### src/rtl/mdu_pkg.sv
// Shared encodings for the iterative multiply/divide unit.
// Op codes, FSM states and the default operand width.
package mdu_pkg;

  localparam int MDU_WIDTH = 32;

  typedef enum logic [1:0] {
    MDU_MULT  = 2'b00,
    MDU_MULTU = 2'b01,
    MDU_DIV   = 2'b10,
    MDU_DIVU  = 2'b11
  } mdu_op_e;

  typedef enum logic [1:0] {
    IDLE = 2'b00,
    PREP = 2'b01,
    RUN  = 2'b10,
    FIX  = 2'b11
  } mdu_state_e;

endpackage

### src/rtl/mdu_step.sv
// One radix-2 iteration: shift-add for multiply,
// shift-subtract/restore for divide.
module mdu_step #(
  parameter int W = 32
) (
  input  logic [W-1:0] i_hi,
  input  logic [W-1:0] i_lo,
  input  logic [W-1:0] i_opnd,
  input  logic         i_div,
  output logic [W-1:0] o_hi,
  output logic [W-1:0] o_lo,
  output logic         o_q
);

  logic [W-1:0] w_add;
  logic [W:0]   w_sum;
  logic [W:0]   w_sh;

  always_comb begin
    w_add = i_lo[0] ? i_opnd : '0;
    w_sum = {1'b0, i_hi} + {1'b0, w_add};
    w_sh  = {i_hi, i_lo[W-1]};
    o_q   = 1'b0;
    o_hi  = w_sum[W:1];
    o_lo  = {w_sum[0], i_lo[W-1:1]};
    if (i_div) begin
      // remainder stays below the divisor, so W bits suffice
      o_q  = (w_sh >= {1'b0, i_opnd});
      o_hi = o_q ? (w_sh[W-1:0] - i_opnd)
                 : w_sh[W-1:0];
      o_lo = {i_lo[W-2:0], 1'b0};
    end
  end

endmodule

### src/rtl/mdu.sv
// Iterative MULT/DIV unit owning HI/LO.
// Operands are taken as magnitudes; signs are reapplied in FIX.
module mdu
  import mdu_pkg::*;
#(
  parameter int WIDTH = MDU_WIDTH,
  parameter int CNT_W = 6
) (
  input  logic             clk,
  input  logic             rst,
  input  logic             start,
  input  logic [1:0]       op,
  input  logic [WIDTH-1:0] rd1,
  input  logic [WIDTH-1:0] rd2,
  input  logic             hi_we,
  input  logic             lo_we,
  input  logic [WIDTH-1:0] wdata,
  output logic             busy,
  output logic             done,
  output logic [WIDTH-1:0] hi,
  output logic [WIDTH-1:0] lo
);

  mdu_state_e r_state;
  mdu_state_e w_next;

  logic [CNT_W-1:0]   r_cnt;
  logic [1:0]         r_op;
  logic [WIDTH-1:0]   r_acc_hi;
  logic [WIDTH-1:0]   r_acc_lo;
  logic [WIDTH-1:0]   r_opnd;
  logic [WIDTH-1:0]   r_hi;
  logic [WIDTH-1:0]   r_lo;
  logic               r_negq;
  logic               r_negr;
  logic               r_dz;
  logic               r_done;

  logic               w_sgn;
  logic               w_div;
  logic [WIDTH-1:0]   w_abs_a;
  logic [WIDTH-1:0]   w_abs_b;
  logic [WIDTH-1:0]   w_step_hi;
  logic [WIDTH-1:0]   w_step_lo;
  logic               w_q;
  logic [2*WIDTH-1:0] w_mag;
  logic [2*WIDTH-1:0] w_prod;
  logic [WIDTH-1:0]   w_quo;
  logic [WIDTH-1:0]   w_rem;
  logic [WIDTH-1:0]   w_res_hi;
  logic [WIDTH-1:0]   w_res_lo;

  assign w_sgn = ~r_op[0];
  assign w_div = r_op[1];

  assign w_abs_a = (w_sgn && r_acc_lo[WIDTH-1])
                 ? -r_acc_lo : r_acc_lo;
  assign w_abs_b = (w_sgn && r_opnd[WIDTH-1])
                 ? -r_opnd : r_opnd;

  mdu_step #(.W(WIDTH)) u_step (
    .i_hi   (r_acc_hi),
    .i_lo   (r_acc_lo),
    .i_opnd (r_opnd),
    .i_div  (w_div),
    .o_hi   (w_step_hi),
    .o_lo   (w_step_lo),
    .o_q    (w_q)
  );

  // Divide by zero yields all-ones quotient; remainder is rd1.
  always_comb begin
    w_mag    = {r_acc_hi, r_acc_lo};
    w_prod   = r_negq ? -w_mag : w_mag;
    w_quo    = r_dz ? '1 : (r_negq ? -r_acc_lo : r_acc_lo);
    w_rem    = r_negr ? -r_acc_hi : r_acc_hi;
    w_res_hi = w_div ? w_rem : w_prod[2*WIDTH-1:WIDTH];
    w_res_lo = w_div ? w_quo : w_prod[WIDTH-1:0];
  end

  always_ff @(posedge clk or posedge rst) begin
    if (rst) r_state <= IDLE;
    else     r_state <= w_next;
  end

  always_comb begin
    w_next = r_state;
    unique case (r_state)
      IDLE: if (start) w_next = PREP;
      PREP: w_next = RUN;
      RUN:  if (r_cnt == CNT_W'(WIDTH-1)) w_next = FIX;
      FIX:  w_next = IDLE;
      default: w_next = IDLE;
    endcase
  end

  always_comb begin
    busy = (r_state != IDLE);
    done = r_done;
    hi   = r_hi;
    lo   = r_lo;
  end

  always_ff @(posedge clk or posedge rst) begin
    if (rst) begin
      r_cnt    <= '0;
      r_op     <= '0;
      r_acc_hi <= '0;
      r_acc_lo <= '0;
      r_opnd   <= '0;
      r_hi     <= '0;
      r_lo     <= '0;
      r_negq   <= 1'b0;
      r_negr   <= 1'b0;
      r_dz     <= 1'b0;
      r_done   <= 1'b0;
    end else begin
      r_done <= (r_state == FIX);
      unique case (r_state)
        IDLE: begin
          if (hi_we) r_hi <= wdata;
          if (lo_we) r_lo <= wdata;
          if (start) begin
            r_op     <= op;
            r_acc_lo <= rd1;
            r_opnd   <= rd2;
          end
        end
        PREP: begin
          r_acc_hi <= '0;
          r_cnt    <= '0;
          r_dz     <= (r_opnd == '0);
          r_negr   <= w_sgn & r_acc_lo[WIDTH-1];
          r_negq   <= w_sgn &
                      (r_acc_lo[WIDTH-1] ^ r_opnd[WIDTH-1]);
          if (w_div) begin
            r_opnd   <= w_abs_b;
            r_acc_lo <= w_abs_a;
          end else begin
            r_opnd   <= w_abs_a;
            r_acc_lo <= w_abs_b;
          end
        end
        RUN: begin
          r_acc_hi <= w_step_hi;
          r_acc_lo <= w_step_lo |
                      {{(WIDTH-1){1'b0}}, w_q};
          r_cnt    <= r_cnt + CNT_W'(1);
        end
        FIX: begin
          r_hi <= w_res_hi;
          r_lo <= w_res_lo;
        end
        default: ;
      endcase
    end
  end

endmodule

### config.mk
export PLATFORM = sky130hd
export DESIGN_NAME = mdu
export DESIGN_NICKNAME = d
export VERILOG_FILES = /design/src/rtl/mdu_pkg.sv /design/src/rtl/mdu_step.sv /design/src/rtl/mdu.sv
export SDC_FILE = /design/constraint.sdc
export NUM_CORES = 1
export LEC_CHECK = 0
export BUFFER_PORTS_ARGS = -buffer_cell sky130_fd_sc_hd__buf_2
export CORE_ASPECT_RATIO = 0.9
export CORE_MARGIN = 5
export CORE_UTILIZATION = 35
export CTS_CLUSTER_DIAMETER = 40
export DETAILED_ROUTE_END_ITERATION = 6
export PLACE_DENSITY = 0.59
export SLEW_MARGIN = 40
export SYNTH_ARGS = -nofsm -noshare
export SYNTH_HDL_FRONTEND = slang
export SYNTH_SLANG_ARGS = --single-unit
### constraint.sdc
create_clock -name clk -period 7.6 [get_ports clk]
set_input_delay 1.14 -clock clk [delete_from_list [all_inputs] [get_ports clk]]
set_output_delay 1.14 -clock clk [all_outputs]
set_load 0.005 [all_outputs]
; ---- Word-level counts from Yosys, hierarchy flattened
; Index checks and enable logic that the tools add are counted.
[classes]
add_sub_neg = 7
mul = 0
div_mod_pow = 0
order_cmp = 1
eq_ne = 8
shift = 0
muxes = 28
bitwise_logic = 5
n_reduce_logical = 15
[ops]
columns = operator, n
row1 = $mux 32, 17
row2 = $pmux 32 s2, 4
row3 = $neg 32->32, 3
row4 = $pmux 32 s3, 1
row5 = $mux 64, 1
row6 = $neg 64->64, 1
row7 = $add 32x32->33, 1
row8 = $ge 33x32->1, 1
row9 = $logic_not 32->1, 1
row10 = $or 32x1->32, 1
row11 = $sub 32x32->32, 1
row12 = $pmux 6 s2, 1
row13 = $reduce_and 2->1, 6
row14 = $ne 2x2->1 const B, 4
row15 = $pmux 2 s4, 1
row16 = $reduce_bool 2->1, 4
row17 = $add 6x1->6 const B, 1
row18 = $eq 6x5->1 const B, 1
row19 = $eq 2x2->1 const B, 2
row20 = $mux 2, 2
row21 = $reduce_bool 3->1, 1
row22 = $and 1x1->1, 2
row23 = $eq 2x1->1 const B, 1
row24 = $logic_and 1x1->1, 2
row25 = other kinds (4), 4
[totals]
regBits = 174
latchBits = 0
ram_bits = 0
rom_bits = 0
inputBits = 103
out_inout_bits = 66
word_cells = 76
mem_count = 0

; ---- Logic depth before layout (Yosys ltp)
; Gate-level depths: netlist of run 1.
[logic_depth]
depth_word = 5
mapped_depth = 17
mapped_depth_nobuf = 15

; ---- Modules after synthesis
; Synthesis of run 1 repeated with hierarchy kept, for this count alone.
[unflattened]
hier_cells = 2072
hier_area_um2 = 16503.3
[by_module_without_submodules]
columns = mod, n_inst, cells_each, area_each_um2, seq_area_each_um2
row1 = mdu, 1, 1416, 11772.5, 4354.2
row2 = mdu_step, 1, 656, 4730.8, 0.0

; ---- Worst setup path before layout of run 1
; OpenSTA, ideal clock, no wires.
[synth_timing]
kind = reg-to-reg
from = reg r_acc_lo[0]
to = reg r_acc_hi[29]
setup_time_ns = 0.124
arrival_time_ns = 3.504
required_ns = 7.476
path_slack_ns = 3.972
stages_incl_launch_ff = 16
n_path_buf = 2
synth_period_minus_slack_ns = 3.628
path_cell_list = dfrtp_1 -> clkbuf_1 -> inv_1 -> clkbuf_1 -> nor2_1 -> ha_1 -> a21o_1 -> a21o_1 -> a2111oi_0 -> nor3_1 -> a211oi_1 -> nor3b_1 -> a211oi_1 -> a211oi_1 -> mux2i_1 -> a211o_1
[synth_between]
elab_chain_len = 4
[synth_rtl]
columns = item, line
row1 = from (decl), mdu.sv:30  ; logic [WIDTH-1:0] r_acc_lo;
row2 = from (signal assigned), mdu.sv:125  ; r_acc_lo <= rd1;
row3 = from (signal assigned), mdu.sv:138  ; r_acc_lo <= w_abs_a;
row4 = from (signal assigned), mdu.sv:141  ; r_acc_lo <= w_abs_b;
row5 = $mux 32, mdu_step.sv:20  ; w_add = i_lo[0] ? i_opnd : '0;
row6 = $add 32x32->33, mdu_step.sv:21  ; w_sum = {1'b0, i_hi} + {1'b0, w_add};
row7 = $mux 32, mdu_step.sv:26  ; if (i_div) begin
row8 = $pmux 32 s2, mdu.sv:119  ; unique case (r_state)
row9 = to (signal assigned), mdu.sv:145  ; r_acc_hi <= w_step_hi;
row10 = to (decl), mdu.sv:29  ; logic [WIDTH-1:0] r_acc_hi;
; No other way between the ends.
; A chain may end at the register's enable or synchronous reset.

; ---- Final worst setup path of run 1
; Same ends and word-level chain as after synthesis.

==> flow_summary.toml, run 1 <==
[flow_run]
maxCapViolations = 0

[place]
post-place-ws_ps = 3616
hpwl_um = 47770
place_inst = 2614
place.port_buffers = 168
gp_congestion = 0.9807

[clocking]
cts_resized = 0
clk_latency_ps = 480
cts.htree.levels = 4
clkTransAtPathRegs_ps = 80
cts_made_buffers = 17
cts_setup_buffers = 0
cts_max_path_buffers = 2
cts_hold_buf = 0
cts.sinks = 174
cts_tree = "yes"
cts_root_buf = "clkbuf_16"

[routing]
highest_layer = "met4"
dr_wl_met2_um = 24210
drt_iter0_markers = 1709
finalWirelength_um = 61910
routed_via_density = 5.901
antenna_left = 0
first_pass_iters = 5
wl_met3_um = 5758
avgRoutedWirePerCell_um = 23.38
vias = 15630
drc = 0
m1WireLength_um = 29860

[die]
row_count = 73
ios = 169
core-area_um2 = 43840
die_h_um = 209.1
die-area_um2 = 48330
die_w_um = 231.2
start_util_pct = 35.15

[timing]
fin_ws_ps = 3483
hold_viol = 0
worst_pin_slew_ps = 784.9
grt_setup_unrepaired = "false"
drv_slew = 0
fmax_mhz = 242.9
skew_ps = 20.65
slew_headroom_pct = 47.67
fin_crit_ps = 4117
min_period_over_period_pct = 54.17
finalSetupViolations = 0
setup_tns_ps = 0

[finish]
fill_cells = 4567
n_antenna_cell = 0
drive_gt1_share_pct = 13.33
area_growth_pct = 12.07
final-seq-area_um2 = 4358
multiInputGateArea_um2 = 10290
final_cell_count_no_fill = 2648
nets = 2250

[logic_synthesis]
syn_area_per_cell_um2 = 7.674
yosysTopAreaCellShare_pct = 28.26
ys_seq_area_share_pct = 28.26
synth_edf_count = 0
synth_largest_area_cell = "dfrtp_1"
synth_area_um2 = 15410
async_reset_ff_share_pct = 100.0
syn_inst = 2008
yosys-top-cells-area = "dfrtp_1 28%, o21ai_0 6.5%, nand2_1 6.4%"
synth-seq-cells = 174
synth-main-ff-cell = "dfrtp_1"
ys_types = 77
yosysWarnings = 0
syn-num-nets = 2185

[setup_path]
worstPathArrival_ps = 4470
start_kind = "flip-flop"
reg2reg_depth = 14
reg2reg_to = "r_acc_hi[29]"
r2r_slack_ps = 3480
crit_fanout = 32
end_kind = "flip-flop"
crit_type = "flip-flop to flip-flop"
r2r-start = "r_acc_lo[0]"
crit_required_ps = 7950

[global_route]
grtUsageTotal_pct = 24.87
grt_pass1_wl_um = 92720
grt_max_degree = 91
antenna_found_initial = 0
grt-ovfl-total = 0
first_global_vias = 14330

[worst_hold_path]
holdPathEnd = "hi[23]"
worstHoldStart = "hi[23]"
hold_path_class = "flip-flop to flip-flop"
holdPathStages = 2

[outcome]
status = "completed"

[power]
ir_worst_vdd_v = 0.0002944
leakagePower_nw = 7.728
p_per_area_nw_per_um2 = 540.6
[layer usage]
layer	global-route usage (%)	up-vias
met3	5.543	75
met1	38.74	7451
met5	0	-
li1	-	7342
met2	33.29	757
met4	8.463	0
[cell usage in the layout, fill, tap and decap left out, drive strengths merged, types with 63 or more instances in the layout]
cell	netlist	final
buf	23	190
a21oi	177	177
mux2i	63	63
nor2	165	165
nand2	263	263
xnor2	111	111
dfrtp	174	174
o21ai	206	206
inv	73	78
ha	72	72
[final cells by class]
class / count / area share, %
well taps: 562 / 4.072
inverters: 75 / 1.659
multi-input cells: 1615 / 59.57
flip-flops and latches: 174 / 25.23
clock buffers: 19 / 2.565
repair buffers: 190 / 6.057
clock inverters: 13 / 0.8404
[critical path: stages, from the launching register on]
cell and delay, ps:
dfrtp_1 520, inv_1 100, buf_4 330, nor2_1 100
ha_1 360, a21o_1 190, a21o_1 180, a2111oi_0 590
nor3_1 140, a211oi_1 310, nor3b_1 300, a211oi_1 120
a211oi_1 380, mux2i_1 140, a211o_1 230
[power breakdown]
part           internal [W]  leakage, nW  switching [W]
Sequential          0.00136         2.15       0.000691
Combinational       0.00228         5.30        0.00408
Clock              0.000473        0.282       0.000446
[logic make-up (layout without fill, tap and decap cells)]
group | Yosys count | after routing | share of synthesized area (%)
AOI/OAI and AO/OA | 681 | 681 | 27.37
buffers and inverters | 219 | 297 | 5.473
muxes | 83 | 83 | 5.554
DFF | 174 | 174 | 28.26
xor gates and xnor gates | 169 | 169 | 9.605
adders and majority gates | 74 | 74 | 6.106
and+or+nand+nor | 608 | 608 | 17.64
[synthesized netlist by cell type, types with 5 or more instances]
cell,number
nor3b_1,5
xnor2_1,111
nor2_1,165
buf_1,16
a21oi_1,177
a211o_1,7
o21ai_1,5
or4_1,7
nand3_1,31
a221oi_1,9
a211oi_1,32
clkbuf_1,121
nor4_1,12
or3_1,21
buf_2,5
a22oi_1,8
o21ai_0,201
o31ai_1,30
xor2_1,58
mux2_2,20
or2_2,5
dfrtp_1,174
nand4_1,9
nand2b_1,18
o211ai_1,21
nor3_1,33
a21o_1,41
ha_1,72
a31oi_1,23
mux2i_1,63
o2bb2ai_1,6
nor2b_1,11
o21a_1,13
o221ai_1,13
o21bai_1,8
nand2_1,263
inv_1,73
o22ai_1,38
and3_1,10
[worst max-delay path by stage]
stage	from	end	slack (ps)	cells past startpoint
after floorplan	rst	done	1740	1
after global placement	r_acc_lo[0]	r_acc_hi[30]	3600	14
after detailed placement	r_acc_lo[0]	hi[30]	3620	13
after CTS	r_acc_lo[0]	r_acc_hi[29]	3590	14
after global routing	r_acc_lo[0]	r_acc_hi[29]	3150	14
final	r_acc_lo[0]	r_acc_hi[29]	3480	14
[sequential cells by signal, indices dropped and copies added (netlist names), 2 cells and up]
register	cells
hi	32
lo	32
r_acc_hi	32
r_acc_lo	32
r_opnd	32
r_cnt	6
r_op	2
r_state	2
[per-stage QoR]
step	util [%]	power (W)	cell area (µm²)	hold slack, ps
floorplan	-	0.006254	15410	455.1
global placement	37.88	0.008187	16610	458.2
detailed placement	37.92	0.008247	16620	465.2
CTS	39.26	0.009194	17210	482.0
global route	39.39	0.01002	17270	496.0
finish	39.39	0.009337	17270	474.4
(Power assumes the default switching activity.)
==> inputs of run 2 (changes only) <==
Clock period 7.6 ns to 4.1 ns, I/O delays scaled along.
==> flow_summary.toml, run 2 (same netlist as run 1, synthesis figures left out) <==
[clocking]
clkTransAtPathRegs_ps = 90
cts.sinks = 174
cts_made_buffers = 17
clk_latency_ps = 480
cts_tree = "yes"
cts_root_buf = "clkbuf_16"
cts_hold_buf = 0
cts_setup_buffers = 0
cts_max_path_buffers = 2
cts.htree.levels = 4

[routing]
avgRoutedWirePerCell_um = 23.92
antenna_left = 0
vias = 16180
drt_iter0_markers = 2041
routed_via_density = 5.958
first_pass_iters = 6
drc = 0
finalWirelength_um = 64970

[timing]
slew_headroom_pct = 42.91
finalSetupViolations = 0
skew_ps = 20.37
grt_setup_unrepaired = "false"
min_period_over_period_pct = 93.04
timing.hold.ws_ps = 120.6
fin_crit_ps = 3815
setup_tns_ps = 0
worst_pin_slew_ps = 854.2
drv_slew = 0
fmax_mhz = 262.1
hold_viol = 0

[power]
p_per_area_nw_per_um2 = 1010
p_total_w = 0.01805
ir_worst_vdd_v = 0.0004954
leakagePower_nw = 8.087

[global_route]
grt-ovfl-total = 0
grt_pass1_wl_um = 95880
grt_max_degree = 97
first_global_vias = 14960
grtUsageTotal_pct = 26.00
antenna_found_initial = 0

[die]
start_util_pct = 35.15
die-area_um2 = 48330
die_w_um = 231.2
ios = 169
die_h_um = 209.1
row_count = 73
core-area_um2 = 43840

[flow_run]
maxCapViolations = 0

[finish]
area_growth_pct = 15.94
multiInputGateArea_um2 = 10310
post-route-util_pct = 40.75
most-common-layout-cells = "262 x nand2_1, 199 x o21ai_0, 173 x a21oi_1, 173 x dfrtp_1, 168 x buf_2"
drive_gt1_share_pct = 15.98
fill_cells = 4564
mostFrequentLayoutCell = "nand2_1"
final-seq-area_um2 = 4358
nets = 2317

[place]
hpwl_um = 50450
gp_congestion = 0.9785
place.port_buffers = 168

[setup_path]
reg2reg_to = "r_acc_hi[28]"
crit_fanout = 19
crit_type = "flip-flop to flip-flop"
crit_required_ps = 4490
end_kind = "flip-flop"
reg2reg_depth = 13
start_kind = "flip-flop"
setup.worst_path.start = "r_opnd[13]"
worstPathArrival_ps = 4200
r2r-start = "r_opnd[13]"
r2r_slack_ps = 290

[outcome]
status = "completed"

[worst_hold_path]
hold_path_class = "input port to async pin"
==> run 2: cell count changes in the layout (fill, tap and decap cells not counted), moves of 2 or more <==
cell	delta
clkinvlp_4	+2
nor2_1	+2
buf_4	+63
buf_12	+3
inv_2	-2
nor2_2	-2
clkinv_4	-4
inv_1	+2
==> run 2: timing repair <==
item / CTS / global route
hold endpoints to repair: 0 / 0
setup endpoints to repair: 0 / 13
gates resized for setup: 0 / 4
==> run 2: cell type report <==
cell class                 count  area share, %
multi-input combinational   1615          57.70
sequential                   174          24.39
timing repair buffer         257          8.992
tap                          562          3.936
clock buffer                  18          2.402
inverter                      75          1.597
clock inverter                14         0.9665
antenna                        1        0.01401
==> run 2: power by group <==
group	leakage (nW)	total [W]	switching, W	internal, W
logic	5.65	0.0129	0.00816	0.00469
clock network	0.286	0.00177	0.000852	0.000922
registers	2.15	0.00342	0.000888	0.00254
==> run 2: per-stage QoR <==
| step | instances | cell area [µm²] | setup slack (ps) |
|---|---|---|---|
| 2_1_floorplan | 2008 | 15410 | 471.9 |
| 3_3_place_gp | 2681 | 17160 | 156.6 |
| 3_5_place_dp | 2682 | 17210 | 139.4 |
| 4_1_cts | 2714 | 17810 | 122.7 |
| 5_1_grt | 2715 | 17860 | 61.99 |
| 6_report | 2716 | 17870 | 285.2 |
==> run 2: routing by layer <==
layer | global-route usage [%] | vias up | part of all wire, %
met5 | 0 | - | 0
met4 | 8.545 | 0 | 3.2
met3 | 6.956 | 103 | 10
met2 | 36.05 | 843 | 40
met1 | 38.89 | 7795 | 46
li1 | - | 7441 | -
==> run 2: worst max path at each step <==
stage	endpoint	slack, ps	depth (start not counted)
5_1_grt	r_acc_hi[28]	60	13
4_1_cts	r_acc_hi[28]	120	13
2_1_floorplan	r_acc_hi[29]	470	15
6_report	r_acc_hi[28]	290	13
3_3_place_gp	r_acc_hi[9]	160	13
3_5_place_dp	r_acc_hi[28]	140	13
==> run 2: worst max-delay path, stage by stage (launching register included) <==
cell and delay [ps]:
dfrtp_1 470, inv_1 140, ha_1 410, inv_1 90, nor2_1 310, nand2_1 110, a2111oi_1 530, o21ai_0 300
o21ai_1 280, a21oi_4 190, buf_16 210, buf_4 160, or3_1 350, a32oi_1 190
==> inputs of run 3 (changes only) <==
Settings changed: CORE_MARGIN 5 to not set, PLACE_DENSITY 0.59 to 0.5.
==> flow_summary.toml, run 3 (same netlist as run 1, synthesis figures left out) <==
[finish]
drive_gt1_share_pct = 16.36
most-common-layout-cells = "262 x nand2_1, 200 x o21ai_0, 172 x a21oi_1, 172 x dfrtp_1, 168 x buf_2"
mostFrequentLayoutCell = "nand2_1"
final_cell_count_no_fill = 2713
n_antenna_cell = 0
nets = 2325
area_growth_pct = 15.64

[routing]
first_pass_iters = 5
avgRoutedWirePerCell_um = 24.61
finalWirelength_um = 66770
vias = 16030
antenna_left = 0
drc = 0
routed_via_density = 5.909
drt_iter0_markers = 1602

[timing]
slew_headroom_pct = 41.97
setup_tns_ps = 0
fmax_mhz = 254.7
grt_setup_unrepaired = "false"
fin_crit_ps = 3926
drv_slew = 0
min_period_over_period_pct = 95.75
worst_pin_slew_ps = 863.8
hold_viol = 0
skew_ps = 10.53
finalSetupViolations = 0

[setup_path]
crit_fanout = 4
reg2reg_to = "r_opnd[30]"
worstPathArrival_ps = 4250
start_kind = "flip-flop"
crit_required_ps = 4420
setup.worst_path.start = "r_opnd[4]"
reg2reg_depth = 9
r2r_slack_ps = 170
end_kind = "flip-flop"
critPathCapture = "r_opnd[30]"
crit_type = "flip-flop to flip-flop"
r2r-start = "r_opnd[4]"

[die]
core-area_um2 = 43240
die_h_um = 201.1
row_count = 72
die_w_um = 223.2
die-area_um2 = 44870
start_util_pct = 35.64
ios = 169

[clocking]
clkTransAtPathRegs_ps = 70
cts_made_buffers = 17
cts_root_buf = "clkbuf_16"
cts_hold_buf = 0
cts_max_path_buffers = 2
clk_latency_ps = 480
cts.htree.levels = 4
cts_tree = "yes"
cts.sinks = 174

[global_route]
grt-ovfl-total = 0
grtUsageTotal_pct = 29.44
grt_pass1_wl_um = 97860
antenna_found_initial = 0
grt_max_degree = 97
first_global_vias = 14940

[place]
gp_congestion = 0.9792
place_inst = 2680
place.port_buffers = 168
hpwl_um = 51420

[flow_run]
maxCapViolations = 0

[outcome]
status = "completed"

[worst_hold_path]
hold_path_class = "input port to async pin"

[power]
leakagePower_nw = 8.080
ir_worst_vdd_v = 0.001153
p_per_area_nw_per_um2 = 1021
[run 3: changes by cell type in the layout (fill, tap and decap cells not counted), moves of 2 or more]
cell | previous run | this run
a211oi_1 | 32 | 30
a211oi_2 | 0 | 2
a21oi_2 | 1 | 3
buf_12 | 4 | 2
buf_16 | 2 | 0
buf_4 | 81 | 94
buf_6 | 2 | 0
clkinv_4 | 0 | 2
inv_6 | 4 | 2
inv_8 | 3 | 1
[run 3: critical path: stages (launching register included)]
cell and delay [ps]:
dfrtp_1 440, nor4_1 700, nand4_1 310, nor3_1 770
and2_1 300, a41oi_1 150, xnor2_1 540, nand2_1 110
o211ai_1 310, a22oi_1 130
[run 3: how the worst min path moves through the flow]
| stage | startpoint | end | slack [ps] | cells past startpoint |
|---|---|---|---|---|
| 3_3_place_gp | lo[0] | lo[0] | 460 | 2 |
| 2_1_floorplan | r_dz | r_dz | 460 | 1 |
| 3_5_place_dp | lo[11] | lo[11] | 470 | 2 |
| 4_1_cts | rst | hi[12] | 300 | 3 |
| 5_1_grt | rst | hi[12] | 310 | 3 |
| 6_report | rst | hi[12] | 270 | 3 |
[run 3: timing repair]
item                                    CTS  global route
gates resized for setup                   0             3
endpoints found under the setup margin    0            24
buffers inserted                          0             3
[run 3: through the flow]
step                      power, W  hold slack, ps  util, %  setup slack, ps  cell area, µm²
final                      0.01820           268.3    41.21            174.1           17820
after global routing       0.01946           309.8    41.21            4.223           17820
after CTS                  0.01782           297.5    41.09            117.0           17770
after detailed placement   0.01599           468.1    39.73            127.1           17180
after global placement     0.01591           456.3    39.70            249.7           17170
after floorplan            0.01159           455.1        -            471.9           15410
[run 3: area by class of cell]
class | count | area, µm²
tap | 555 | 694.4
fill | 4480 | 25420
sequential | 174 | 4359
timing repair buffer | 264 | 1587
inverter | 75 | 285.3
multi-input combinational | 1616 | 10300
clock inverter | 12 | 163.9
clock buffer | 17 | 425.4
[run 3: layer usage]
layer	global-route usage, %	part of all wire, %
met2	40.74	40
met3	10.42	11
met4	8.818	2.6
met1	42.23	46
met5	0	0
[run 3: report_power, final]
part / internal (W) / total [W] / leakage [nW] / switching (W)
Sequential: 0.00254 / 0.00354 / 2.14 / 0.00100
Combinational: 0.00465 / 0.0129 / 5.66 / 0.00825
Clock: 0.000956 / 0.00176 / 0.280 / 0.000804
Total: 0.00814 / 0.0182 / 8.08 / 0.0101
